## config.mk

```make
export PLATFORM = sky130hd
export DESIGN_NAME = branch_reduce
export DESIGN_NICKNAME = d
export VERILOG_FILES = /design/src/rtl/branch_reduce_pkg.sv /design/src/rtl/branch_reduce_eval.sv /design/src/rtl/branch_reduce.sv
export SDC_FILE = /design/constraint.sdc
export NUM_CORES = 1
export LEC_CHECK = 0
export ABC_CLOCK_PERIOD_IN_PS = 2400
export BUFFER_PORTS_ARGS = -buffer_cell sky130_fd_sc_hd__buf_2
export CORE_ASPECT_RATIO = 1.4
export CORE_MARGIN = 5
export CORE_UTILIZATION = 42
export DETAILED_ROUTE_END_ITERATION = 10
export GPL_TIMING_DRIVEN = 0
export PLACE_DENSITY = 0.67
export REMOVE_ABC_BUFFERS = 1
export SYNTH_ARGS = -nofsm -noshare
export SYNTH_HDL_FRONTEND = slang
export SYNTH_SLANG_ARGS = --single-unit
```

## constraint.sdc

```tcl
create_clock -name clk -period 2.4 [get_ports clk]
set_input_delay 0.12 -clock clk [delete_from_list [all_inputs] [get_ports clk]]
set_output_delay 0.12 -clock clk [all_outputs]
set_load 0.05 [all_outputs]
```

## src/rtl/branch_reduce_pkg.sv

```systemverilog
// Shared types for the branch_reduce kernel: FSM state and per-element branch code.
package branch_reduce_pkg;

    typedef enum logic [1:0] {IDLE, READ, EXEC, DONE} state_t;

    typedef enum logic [1:0] {BR_ADD, BR_SUB, BR_INC, BR_NOP} br_code_t;

endpackage

```

## src/rtl/branch_reduce_eval.sv

```systemverilog
// Combinational classifier: picks the branch for one element and computes the
// updated accumulator.
module branch_reduce_eval
    import branch_reduce_pkg::*;
#(
    parameter int DATA_W   = 8,
    parameter int RESULT_W = 16,
    parameter int THRESH   = 4
) (
    input  logic [DATA_W-1:0]   i_x,
    input  logic                i_mode,
    input  logic [RESULT_W-1:0] i_acc,
    output br_code_t            o_code,
    output logic [RESULT_W-1:0] o_acc_next
);

    logic [RESULT_W-1:0] w_xe;

    assign w_xe = RESULT_W'(i_x);

    // Odd elements follow the latched mode; even ones only count when above THRESH.
    always_comb begin
        o_code     = BR_NOP;
        o_acc_next = i_acc;
        if (i_x[0]) begin
            if (i_mode) begin
                o_code     = BR_ADD;
                o_acc_next = i_acc + w_xe;
            end else begin
                o_code     = BR_SUB;
                o_acc_next = i_acc - w_xe;
            end
        end else if (w_xe > RESULT_W'(THRESH)) begin
            o_code     = BR_INC;
            o_acc_next = i_acc + 1'b1;
        end
    end

endmodule

```

## src/rtl/branch_reduce.sv

```systemverilog
// Start/done kernel: walks len elements of a synchronous RAM, accumulates per
// branch code, optionally writes the code back, and pulses w_enable when finished.
module branch_reduce
    import branch_reduce_pkg::*;
#(
    parameter int DATA_W    = 8,
    parameter int ADDR_W    = 4,
    parameter int RESULT_W  = 16,
    parameter int THRESH    = 4,
    parameter int WRITEBACK = 0
) (
    input  logic                clk,
    input  logic                rst,
    input  logic                r_enable,
    input  logic                mode,
    input  logic [RESULT_W-1:0] init,
    input  logic [ADDR_W:0]     len,
    output logic                arrWEnable,
    output logic [ADDR_W-1:0]   arrAddr,
    input  logic [DATA_W-1:0]   arrRData,
    output logic [DATA_W-1:0]   arrWData,
    output logic                w_enable,
    output logic [RESULT_W-1:0] result
);

    state_t              r_state;
    logic                r_mode;
    logic [ADDR_W:0]     r_len;
    logic [ADDR_W:0]     r_i;
    logic [RESULT_W-1:0] r_acc;
    logic [RESULT_W-1:0] r_result;
    logic                r_w_enable;

    br_code_t            w_code;
    logic [RESULT_W-1:0] w_acc_next;
    logic [ADDR_W:0]     w_i_next;
    logic [DATA_W-1:0]   w_code_ext;

    branch_reduce_eval #(
        .DATA_W  (DATA_W),
        .RESULT_W(RESULT_W),
        .THRESH  (THRESH)
    ) u_eval (
        .i_x       (arrRData),
        .i_mode    (r_mode),
        .i_acc     (r_acc),
        .o_code    (w_code),
        .o_acc_next(w_acc_next)
    );

    assign w_i_next = r_i + 1'b1;

    always_comb begin
        w_code_ext      = '0;
        w_code_ext[1:0] = w_code;
    end

    // The address holds i through READ and EXEC, so the writeback in EXEC lands on
    // the element just read; write strobe/data are combinational because the code
    // only exists once the RAM data arrives in EXEC.
    assign arrAddr    = r_i[ADDR_W-1:0];
    assign arrWEnable = (WRITEBACK != 0) && (r_state == EXEC);
    assign arrWData   = arrWEnable ? w_code_ext : '0;
    assign w_enable   = r_w_enable;
    assign result     = r_result;

    always_ff @(posedge clk or posedge rst) begin
        if (rst) begin
            r_state    <= IDLE;
            r_mode     <= 1'b0;
            r_len      <= '0;
            r_i        <= '0;
            r_acc      <= '0;
            r_result   <= '0;
            r_w_enable <= 1'b0;
        end else begin
            r_w_enable <= 1'b0;
            case (r_state)
                IDLE: begin
                    if (r_enable) begin
                        r_mode  <= mode;
                        r_len   <= len;
                        r_acc   <= init;
                        r_i     <= '0;
                        r_state <= (len == '0) ? DONE : READ;
                    end
                end
                READ: r_state <= EXEC;
                EXEC: begin
                    r_acc   <= w_acc_next;
                    r_i     <= w_i_next;
                    r_state <= (w_i_next == r_len) ? DONE : READ;
                end
                DONE: begin
                    r_result   <= r_acc;
                    r_w_enable <= 1'b1;
                    r_state    <= IDLE;
                end
                default: r_state <= IDLE;
            endcase
        end
    end

endmodule

```

Word-level counts from Yosys, hierarchy flattened --
Cells that the tools add are included.
Storage, ports and cells: bits in registers 46, word-level logic and storage cells 36, bits of input ports 33, memory bits (read-only) 0, bits in writable memories 0, bits in latches 0, memories 0, output and inout bits 30
Operators by class: reductions and logical operators 6, add/sub/neg operators 4, bitwise logic cells 0, mux-type cells 12, shifts and indexed selects 0, div/mod/pow operators 0, $lt $le $gt $ge 1, equal/unequal tests 6, $mul 0
Operators with widths (count):
- $mux 16 | 4
- $pmux 16 s2 | 1
- $add 16x1->16 const B | 1
- $add 16x8->16 | 1
- $sub 16x8->16 | 1
- $pmux 5 s2 | 1
- $gt 8x3->1 const B | 1
- $pmux 2 s4 | 1
- $mux 2 | 3
- $add 5x1->5 const B | 1
- $eq 5x5->1 | 1
- $logic_not 5->1 | 1
- $mux 5 | 1
- $eq 2x2->1 const B | 2
- $reduce_and 2->1 | 2
- $ne 3x2->1 const B | 1
- $reduce_and 3->1 | 1
- $eq 2x1->1 const B | 1
- $logic_not 2->1 | 1
- $ne 2x2->1 const B | 1
- $reduce_bool 2->1 | 1
- $mux 1 | 1

Logic depth before layout (Yosys ltp) --
Gate-level depths: netlist of the first run.
depth after elaboration 4, depth in mapped cells 15, depth with buffers taken out 14

Cells and area by module --
Synthesis of the first run repeated with hierarchy kept, for this count alone.
Second synthesis, totals: cells, all modules 386, area total of the unflattened synthesis 3595.9 sq um
Modules (own cells, without submodules):
- branch_reduce | area an instance 2125.8 sq um, times used 1, seq. area each 1151.1 sq um, cells each 172
- branch_reduce_eval | area an instance 1470.2 sq um, times used 1, seq. area each 0.0 sq um, cells each 214

Least setup slack after synthesis of the first run --
No wires, ideal clock.
path kind input to register, from input port arrRData[0], to register r_acc[14], library setup time 0.127 ns, arrival 2.966 ns, data required time 2.273 ns, buffers on the path 1, slack -0.692 ns, stages on the path 14, cell sequence inv_1 clkbuf_1 ha_1 nor3b_1 a21oi_1 xnor2_1 nor2_1 ha_1 a21o_1 a31o_1 a221o_1 a31oi_2 xor2_1 o21ai_1
On the way: cells in the longest elaborated chain, start to end 4, elaborated cells between the ends (all ways) 8, those cells by class add/sub: 2; order compare: 1; eq/ne: 1; mux: 3; reduce/logical: 1
RTL lines:
- from (decl) | RTL line branch_reduce.sv:20 | input logic [DATA_W-1:0] arrRData,
- $sub 16x8->16 or $add 16x8->16 (tied branches) | RTL line branch_reduce_eval.sv:31, branch_reduce_eval.sv:28
- $mux 16 | RTL line branch_reduce_eval.sv:26 | if (i_mode) begin
- $mux 16 | RTL line branch_reduce_eval.sv:25 | if (i_x[0]) begin
- $pmux 16 s2 | RTL line branch_reduce.sv:78 | case (r_state)
- to (signal assigned) | RTL line branch_reduce.sv:83 | r_acc <= init;
- to (signal assigned) | RTL line branch_reduce.sv:90 | r_acc <= w_acc_next;
- to (decl) | RTL line branch_reduce.sv:30 | logic [RESULT_W-1:0] r_acc;
Several ways; a longest one is shown, not always the timed one. A chain may end at the register's enable or synchronous reset.

Worst setup path after layout of the first run --
from register r_mode, to register r_acc[14]
On the way: cells in the longest elaborated chain, start to end 3
RTL lines:
- from (decl) | RTL line branch_reduce.sv:27 | logic r_mode;
- from (signal assigned) | RTL line branch_reduce.sv:81 | r_mode <= mode;
- $mux 16 | RTL line branch_reduce_eval.sv:26
- $mux 16 | RTL line branch_reduce_eval.sv:25
- $pmux 16 s2 | RTL line branch_reduce.sv:78
No other way between the ends.

==> flow_summary.toml, run 1 <==
[sta]
report.final.hold_viol_count = 0
slew_viol_final = 0
timing.final.setup_violations = 7
grt_setup_unrepaired = "true"
whs_ns = 0.0473
setup_tns_ns = -0.883
worst-slew-pin-transition_ns = 1.04
worst_slack_ns = -0.210
timing.final.crit_share_pct = 109
final.min_clock_period_ns = 2.61
finClkSkew_ns = 0.00726
max_clk_rate_mhz = 383
max-slew-margin-rel_pct = 30.6

[power]
p_seq_share_pct = 26.0
power_report.internal_total_uw = 2830
switching_share_pct = 47.6
pwr-share-clk_pct = 8.4
power_switching_uw = 2570
combPwrFrac_pct = 65.6
power_per_standard_cell_area_nw_per_um2 = 1440
p_leak_uw = 0.00174
peakVddDrop_mv = 0.549

[logic_synthesis]
synth_enable_flop_cells = 0
count_of_distinct_cell_types_in_the_synthesized_netlist = 44
ys_async_sr_fraction_pct = 100
post_synthesis_adder_cell_area_fraction_pct = 8.29
post-synth-top-area-fraction_pct = 38.9
multiplexer_share_of_the_synthesized_area_pct = 9.05
ys_ff_latch = 46
ys_dominant_reg_cell = "sky130_fd_sc_hd__dfrtp_1"
largest_family_of_logic_cells_by_synthesized_area = "compound AO/OA/AOI/OAI gates"
synth-warning-count = 0
avgSynthCellArea_um2 = 9.30
synth-seq-area-share_pct = 38.9
biggest_area_consumer_among_synthesized_cells = "sky130_fd_sc_hd__dfrtp_1"
fraction_of_the_mapped_netlist_area_in_compound_gates_pct = 17.0
yosys.cell_count.top_type = "sky130_fd_sc_hd__dfrtp_1"
post_synth_xor_area_fraction_pct = 7.11
synth_common_cells = "sky130_fd_sc_hd__dfrtp_1, sky130_fd_sc_hd__nand2_1, sky130_fd_sc_hd__nor2_1"
yosys-top-cells-area = "sky130_fd_sc_hd__dfrtp_1, sky130_fd_sc_hd__mux2_2, sky130_fd_sc_hd__ha_1"
post_synth_inst_count = 318
synth_area_um2 = 2960
post_synth_and_or_nand_nor_area_fraction_pct = 13.2

[floorplanning]
floorplan.die.width_um = 80.9
design.core.area_um2 = 6940
rows = 36
start_util_pct = 42.6
num_io_pins = 63
die-area_um2 = 8840
die-height_um = 109

[cts]
clkSlewWorstSetupHoldPaths_ns = 0.09
cts.htree.levels = 2
clkLatencyLatePin_ns = 0.30
cts_tree = "yes"
clockRootBuffer = "sky130_fd_sc_hd__clkbuf_8"
cts_sinks = 46
cts_bufs_inserted = 5
clk_buf_depth = 2

[layout]
antennaDiodeCount = 0
final-instance-count-excl-fill = 481
share_of_layout_cells_above_drive_strength_1_pct = 38.3
area_growth_pct = 26.6
nets = 438
stdcell_area_um2 = 3740

[placement]
numPlacedInstances = 452
place.gp.congestion = 0.856
place.detailed.hpwl_um = 5480
port_buffers = 53
dpl-instance-area_um2 = 3250

[job]
timing.max_cap.violations = 0

[critical_path]
cell_at_the_slowest_stage_of_the_critical_path = "sky130_fd_sc_hd__dfrtp_2"
setup_cp_type = "reg2reg"
critical_path_required_ns = 2.58
cp_num_buf_inv = 1
crit_path_max_fanout = 8
kind_of_start_point_of_the_critical_path = "flop"
end_kind = "flop"
worst_path_cell_chain = "buf_6 -> a21oi_4 -> xnor2_1 -> nor2_1 -> ha_1 -> a21o_1 -> a31o_1 -> a221o_1 -> a31oi_2 -> xor2_1 -> o21ai_1"
crit_path_max_incr_delay_ns = 0.44
cp_data_arrival_time_ns = 2.79
path_delay_family = "compound AO/OA/AOI/OAI gates"

[status]
failing_checks = "setup timing"
outcome = "finished with violations"

[routing]
routed-via-count = 2503
detail_route.wl_per_cell_um = 15.6
drcViolationCount = 0
dr.pass1.iters = 5
routed_wl_um = 7520
drtIter0Drc = 81
final_antenna_net_count = 0
drt-vias-per-instance = 5.20

[min_path]
hp-class = "in2reg"

[global_route]
global_route.overflow_total = 0
grt_first_pass_wirelength_um = 12100
antenna_found_initial = 0
grt_start_max_net_pins = 32
track_usage_pct = 17.9
first_global_vias = 2488
## power by group through the flow
stage | Clock [uW] | Sequential [uW] | Combinational, uW
2_1_floorplan | 0 | 1880 | 1770
3_3_place_gp | 0 | 1400 | 2840
3_5_place_dp | 0 | 1430 | 2900
4_1_cts | 480 | 1390 | 3240
5_1_grt | 516 | 1450 | 3850
6_report | 454 | 1400 | 3540
## repair_timing
action,CTS,global route
buffers inserted,16,5
hold endpoints to repair,15,0
resized for setup,25,33
endpoints found under the setup margin,12,14
hold buffers,1,0
cloned,0,0
pin swaps,13,32
## registers in the layout (all words and copies together) (netlist names)
register,cells
r_acc,16
r_len,5
r_i,5
r_mode,1
w_enable,1
r_state,2
result,16
## cells by family after synthesis
| logic type | Yosys count |
|---|---|
| adder cells (fa/ha/maj) | 19 |
| buffers and inverters | 34 |
| multiplexers | 24 |
| AO/OA/AOI/OAI | 82 |
| other | 2 |
| XOR/XNOR | 24 |
| AND/OR/NAND/NOR | 87 |
| flip-flops | 46 |
## worst register-to-register path, cell delays in order, from the launching register on
cell                      delay (ns)
sky130_fd_sc_hd__dfrtp_2        0.44
sky130_fd_sc_hd__buf_6          0.15
sky130_fd_sc_hd__a21oi_4        0.11
sky130_fd_sc_hd__xnor2_1        0.13
sky130_fd_sc_hd__nor2_1         0.09
sky130_fd_sc_hd__ha_1           0.30
sky130_fd_sc_hd__a21o_1         0.18
sky130_fd_sc_hd__a31o_1         0.24
sky130_fd_sc_hd__a221o_1        0.40
sky130_fd_sc_hd__a31oi_2        0.21
sky130_fd_sc_hd__xor2_1         0.17
sky130_fd_sc_hd__o21ai_1        0.07
## final cells by class
class | count | area [um2]
inverters | 11 | 45.0
clock buffers | 5 | 68.8
repair buffers | 76 | 460
fillers | 657 | 3190
well taps | 95 | 119
clock inverters | 2 | 10.0
flip-flops and latches | 46 | 1150
multi-input cells | 246 | 1890
## final timing paths
| path | start | endpoint | slack (ns) | cells past startpoint |
|---|---|---|---|---|
| worst max-delay path | r_mode | r_acc[14] | -0.21 | 11 |
| worst min-delay path | mode | r_mode | 0.05 | 2 |
| worst max register to register | r_mode | r_acc[14] | -0.21 | 11 |
| worst min register to register | result[1] | result[1] | 0.49 | 2 |
| max in group asynchronous | rst | r_acc[12] | 1.56 | 4 |
| min in group asynchronous | rst | result[3] | 0.34 | 3 |
## cells in the final DEF (no fill, tap or decap), drive strengths merged, types with 2 or more instances in the layout
cell type  synthesis  layout
buf               16      75
dfrtp             46      46
nand2             34      34
o21ai             28      28
nor2              26      26
mux2              22      22
a21oi             21      21
ha                18      18
xnor2             14      14
xor2              10      10
conb               2      10
inv               11      10
nor3               7       7
a21o               6       6
a31oi              6       6
nand3              5       5
a22oi              5       5
clkbuf             7       5
nor2b              5       5
o211ai             3       3
a311oi             3       3
mux2i              2       2
nand4              2       2
or3                2       2
clkinv             0       2
nor3b              2       2
## routing by layer
| layer | vias up | wire length (um) | global-route usage [%] |
|---|---|---|---|
| li1 | 1241 | - | - |
| met1 | 1196 | 3080 | 21.7 |
| met2 | 58 | 4040 | 31.7 |
| met3 | 8 | 273 | 2.62 |
| met4 | 0 | 125 | 7.00 |
| met5 | - | 0 | 0 |
## per-stage QoR
stage          setup slack (ns)  power [uW]  util, %
2_1_floorplan            -0.545        3650        -
3_3_place_gp              -1.04        4240     46.6
3_5_place_dp              -1.12        4330     46.9
4_1_cts                  -0.186        5110     51.3
5_1_grt                  -0.285        5820     54.0
6_report                 -0.210        5400     54.0
(Power assumes the default switching activity.)
==> run 2: changes to the inputs <==
- REMOVE_ABC_BUFFERS: 1 -> not set
==> run 2 against run 1 <==
  * The run still ends with setup timing left
  * Clock skew shrank 0.00069 ns
  * Count of clock-buffer cells in the layout unchanged
  * Total power grew 1.0%
  * Via count rose by 3.7%
  * Sequential cell count unchanged
  * Sequential power about the same
  * Highest routed layer unchanged
==> flow_summary.toml, run 2 (synthesized netlist as in run 1, its figures left out) <==
[placement]
place.gp.congestion = 0.890
port_buffers = 53
placement.setup.worst_slack_ns = -0.758
place.detailed.hpwl_um = 5610

[global_route]
grt_most_used_layer = "met2"
first_global_vias = 2530
grt_start_max_net_pins = 37
antenna_found_initial = 0
global_route.usage.met2_pct = 30.2
grt_first_pass_wirelength_um = 11900
grt_use_met3_pct = 2.87
met1_usage_pct = 20.9
track_usage_pct = 17.3
global_route.overflow_total = 0

[critical_path]
critical_path_required_ns = 2.60
end_kind = "flop"
crit_path_max_fanout = 4
setup_cp_type = "reg2reg"
cp_data_arrival_time_ns = 2.72
kind_of_start_point_of_the_critical_path = "flop"

[min_path]
hp-class = "in2reg"

[cts]
clkLatencyLatePin_ns = 0.31
clk_buf_depth = 2
cts_bufs_inserted = 5
cts_sinks = 46
cts_tree = "yes"
cts.htree.levels = 2
clkSlewWorstSetupHoldPaths_ns = 0.09
clockRootBuffer = "sky130_fd_sc_hd__clkbuf_8"

[routing]
dr.pass1.iters = 4
drtIter0Drc = 135
drt-vias-per-instance = 5.13
final_antenna_net_count = 0
routed-via-count = 2596
drcViolationCount = 0
routed_wl_um = 7560
detail_route.wl_per_cell_um = 14.9

[sta]
timing.final.crit_share_pct = 105
worst_slack_ns = -0.120
worst-slew-pin-transition_ns = 0.546
max-slew-margin-rel_pct = 63.6
max_clk_rate_mhz = 397
whs_ns = 0.0416
finClkSkew_ns = 0.00657
final.min_clock_period_ns = 2.52
timing.final.setup_violations = 7
grt_setup_unrepaired = "true"
slew_viol_final = 0
report.final.hold_viol_count = 0

[status]
failing_checks = "setup timing"
outcome = "finished with violations"

[floorplanning]
start_util_pct = 42.6
die-height_um = 109
die-area_um2 = 8840
rows = 36
num_io_pins = 63
floorplan.die.width_um = 80.9
design.core.area_um2 = 6940

[layout]
share_of_layout_cells_above_drive_strength_1_pct = 39.2
layout.cells.most_common_list = "sky130_fd_sc_hd__buf_2, sky130_fd_sc_hd__dfrtp_1, sky130_fd_sc_hd__buf_4"
postLayoutCoreUtil_pct = 57.4
nets = 463
area_growth_pct = 34.6
antennaDiodeCount = 0
mostFrequentLayoutCell = "sky130_fd_sc_hd__buf_2"

[power]
fin_total_pwr_uw = 5450
peakVddDrop_mv = 0.429
power_per_standard_cell_area_nw_per_um2 = 1370
p_leak_uw = 0.00188

[job]
timing.max_cap.violations = 0
==> run 2: cell types whose count changed in the layout (fill, tap and decap cells not counted), moves of 3 or more <==
cell                       delta
sky130_fd_sc_hd__a21oi_1      +3
sky130_fd_sc_hd__a21oi_2      -6
sky130_fd_sc_hd__ha_2         -3
sky130_fd_sc_hd__buf_4       +14
sky130_fd_sc_hd__a21oi_4      +3
sky130_fd_sc_hd__clkbuf_1     +5
==> run 2: final timing paths <==
path / cells after the start / slack, ns / from / to
worst max-delay path: 11 / -0.12 / r_mode / r_acc[14]
worst min-delay path: 2 / 0.04 / mode / r_mode
worst max register to register: 11 / -0.12 / r_mode / r_acc[14]
worst min register to register: 2 / 0.50 / result[1] / result[1]
max in group asynchronous: 4 / 1.63 / rst / r_mode
min in group asynchronous: 3 / 0.29 / rst / result[3]
==> run 2: layout make-up <==
cell class              instances  area [um2]
repair buffers                 78         498
clock inverters                 2        10.0
flip-flops and latches         46        1150
inverters                      11        53.8
clock buffers                   5        68.8
fillers                       651        2960
multi-input cells             246        1910
well taps                      95         119
plain buffers                  23         170
==> run 2: timing repair <==
| item | in CTS | in global routing |
|---|---|---|
| hold endpoints to repair | 10 | 0 |
| buffers inserted | 11 | 12 |
| endpoints found under the setup margin | 10 | 10 |
| hold buffers | 1 | 0 |
| resized for setup | 23 | 30 |
| gates cloned | 0 | 0 |
| pin swaps | 14 | 21 |
==> run 2: worst max-delay path: stages, from the launching register on <==
cell and delay, ns:
sky130_fd_sc_hd__dfrtp_2 0.45, sky130_fd_sc_hd__buf_6 0.14, sky130_fd_sc_hd__a21oi_4 0.10, sky130_fd_sc_hd__xnor2_1 0.14, sky130_fd_sc_hd__nor2_1 0.09, sky130_fd_sc_hd__ha_1 0.30
sky130_fd_sc_hd__a21o_1 0.18, sky130_fd_sc_hd__a31o_1 0.19, sky130_fd_sc_hd__a221o_1 0.36, sky130_fd_sc_hd__a31oi_2 0.22, sky130_fd_sc_hd__xor2_1 0.16, sky130_fd_sc_hd__o21ai_1 0.08
==> run 2: where the power goes <==
group	internal [uW]	switching [uW]	total (uW)	leakage, uW
combinational	1540	2030	3570	0.00127
sequential	1130	294	1420	0.000563
clock	196	264	460	0.0000438
==> run 2: metal layers <==
layer / vias up / routed length, um
met2: 64 / 4010
met4: 0 / 176
li1: 1281 / -
met1: 1239 / 3020
met5: - / 0
met3: 12 / 361
==> run 2: per-stage QoR <==
step	area, um2	setup TNS [ns]	cells
global route	3980	-1.38	506
detailed placement	3450	-4.24	475
floorplan	3050	-0.148	326
CTS	3750	-0.116	494
global placement	3430	-3.90	474
finish	3980	-0.387	506
==> run 3: changes to the inputs <==
- CORE_ASPECT_RATIO: 1.4 -> 0.9
- RECOVER_POWER: not set -> 100
- SLEW_MARGIN: not set -> 20
==> run 3 against run 2 <==
  * The run still ends with setup timing left
  * Register-to-register slack got worse by 0.03 ns
  * Combinational power rose by 4%
  * Total power grew 4.0%
  * Clock skew about the same
  * Non-clock buffer count increased by 3
  * Global-route usage increased by 0.071 points
  * First-iteration DRC count decreased by 22%
  * Critical endpoint unchanged
==> flow_summary.toml, run 3 (synthesized netlist as in run 1, its figures left out) <==
[cts]
clockRootBuffer = "sky130_fd_sc_hd__clkbuf_8"
cts_sinks = 46
clk_buf_depth = 2
cts.htree.levels = 2
cts_tree = "yes"
clkLatencyLatePin_ns = 0.30
cts_bufs_inserted = 5
clkSlewWorstSetupHoldPaths_ns = 0.09

[routing]
detail_route.wl_per_cell_um = 15.5
drtIter0Drc = 105
routed_wire_length_on_met3_um = 460
drt-vias-per-instance = 5.30
final_antenna_net_count = 0
route.top_layer_used = "met4"
drcViolationCount = 0
routed-via-count = 2691
dr.pass1.iters = 5
route.met2.wl_um = 3780
met1Wirelength_um = 3560
routed_wl_um = 7860

[placement]
place.detailed.hpwl_um = 5440
port_buffers = 53
numPlacedInstances = 473
place.gp.congestion = 0.916

[sta]
timing.final.setup_violations = 8
max-slew-margin-rel_pct = 51.2
max_clk_rate_mhz = 392
grt_setup_unrepaired = "true"
worst-slew-pin-transition_ns = 0.732
slew_viol_final = 0
finClkSkew_ns = 0.00674
final.min_clock_period_ns = 2.55
timing.final.crit_share_pct = 106
report.final.hold_viol_count = 0
worst_slack_ns = -0.152

[global_route]
global_route.overflow_total = 0
antenna_found_initial = 0
first_global_vias = 2577
grt_first_pass_wirelength_um = 12300
track_usage_pct = 17.4
grt_start_max_net_pins = 29

[layout]
area_growth_pct = 37.1
final-instance-count-excl-fill = 508
nets = 466
share_of_layout_cells_above_drive_strength_1_pct = 36.6
antennaDiodeCount = 0
layout.cells.most_common_list = "sky130_fd_sc_hd__dfrtp_1, sky130_fd_sc_hd__buf_4, sky130_fd_sc_hd__buf_2"
postLayoutCoreUtil_pct = 58.2
mostFrequentLayoutCell = "sky130_fd_sc_hd__dfrtp_1"

[critical_path]
worst_path_cell_chain = "buf_6 -> a21oi_4 -> xnor2_2 -> nor2_2 -> ha_1 -> a21o_1 -> a31o_1 -> a221o_1 -> a31oi_2 -> xor2_1 -> o21ai_1"
kind_of_start_point_of_the_critical_path = "flop"
critical_path_required_ns = 2.59
crit_path_max_fanout = 4
crit_path_max_incr_delay_ns = 0.47
setup_cp_type = "reg2reg"
cp_data_arrival_time_ns = 2.74
cell_at_the_slowest_stage_of_the_critical_path = "sky130_fd_sc_hd__dfrtp_2"
end_kind = "flop"

[min_path]
hp-class = "in2reg"

[floorplanning]
start_util_pct = 42.5
design.core.area_um2 = 6970
die-area_um2 = 8820
num_io_pins = 63
rows = 29
floorplan.die.width_um = 98.5
die-height_um = 89.6

[power]
power_per_standard_cell_area_nw_per_um2 = 1400
peakVddDrop_mv = 0.730
p_leak_uw = 0.00185

[status]
failing_checks = "setup timing"
outcome = "finished with violations"

[job]
timing.max_cap.violations = 0
-- run 3: area by class of cell --
cell class,instances,area [um2]
flip-flops and latches,46,1150
clock buffers,7,96.3
well taps,93,116
multi-input cells,246,1980
clock inverters,1,8.76
plain buffers,23,170
inverters,11,53.8
fillers,629,2910
repair buffers,81,479
-- run 3: what timing repair did --
| action | 4_1_cts | 5_1_grt |
|---|---|---|
| hold buffers | 1 | 0 |
| hold endpoints to repair | 18 | 0 |
| setup buffers | 15 | 11 |
| resized for setup | 22 | 50 |
| endpoints found under the setup margin | 10 | 11 |
| pin swaps | 10 | 26 |
-- run 3: per-stage QoR --
stage	power, uW	TNS (ns)	worst slack (ns)	area, um2	hold WS, ns
final	5670	-0.762	-0.152	4060	0.0419
after global routing	6090	-1.46	-0.243	4060	0.0440
after CTS	5240	-0.214	-0.103	3780	0.0406
after detailed placement	4360	-3.87	-0.681	3450	0.148
after global placement	4290	-3.74	-0.678	3430	0.355
after floorplan	3730	-0.148	-0.148	3050	0.268
-- run 3: power breakdown --
part           switching (uW)  total [uW]  internal (uW)
Clock                     280         545            264
Sequential                288        1420           1130
Combinational            2110        3710           1590
-- run 3: final timing paths --
| check | cells past startpoint | start | slack [ns] | endpoint |
|---|---|---|---|---|
| max | 11 | r_mode | -0.15 | r_acc[14] |
| min | 2 | mode | 0.04 | r_mode |
| max reg2reg | 11 | r_mode | -0.15 | r_acc[14] |
| min reg2reg | 2 | result[1] | 0.50 | result[1] |
| max in group asynchronous | 4 | rst | 0.73 | r_mode |
| min in group asynchronous | 3 | rst | 0.47 | r_i[0] |
-- run 3: metal layers --
layer	vias up	global-route usage (%)
met3	15	4.48
met4	0	3.35
met5	-	0
met1	1287	23.0
met2	96	29.5
li1	1293	-
-- run 3: critical path, delay by kind of cell (launching register included) --
| kind | cells | cell delay, ns |
|---|---|---|
| and+or+nand+nor | 1 | 0.07 |
| buffers and inverters | 1 | 0.14 |
| DFF | 1 | 0.47 |
| adders and majority gates | 1 | 0.31 |
| xor gates and xnor gates | 2 | 0.29 |
| AOI/OAI and AO/OA | 6 | 1.16 |
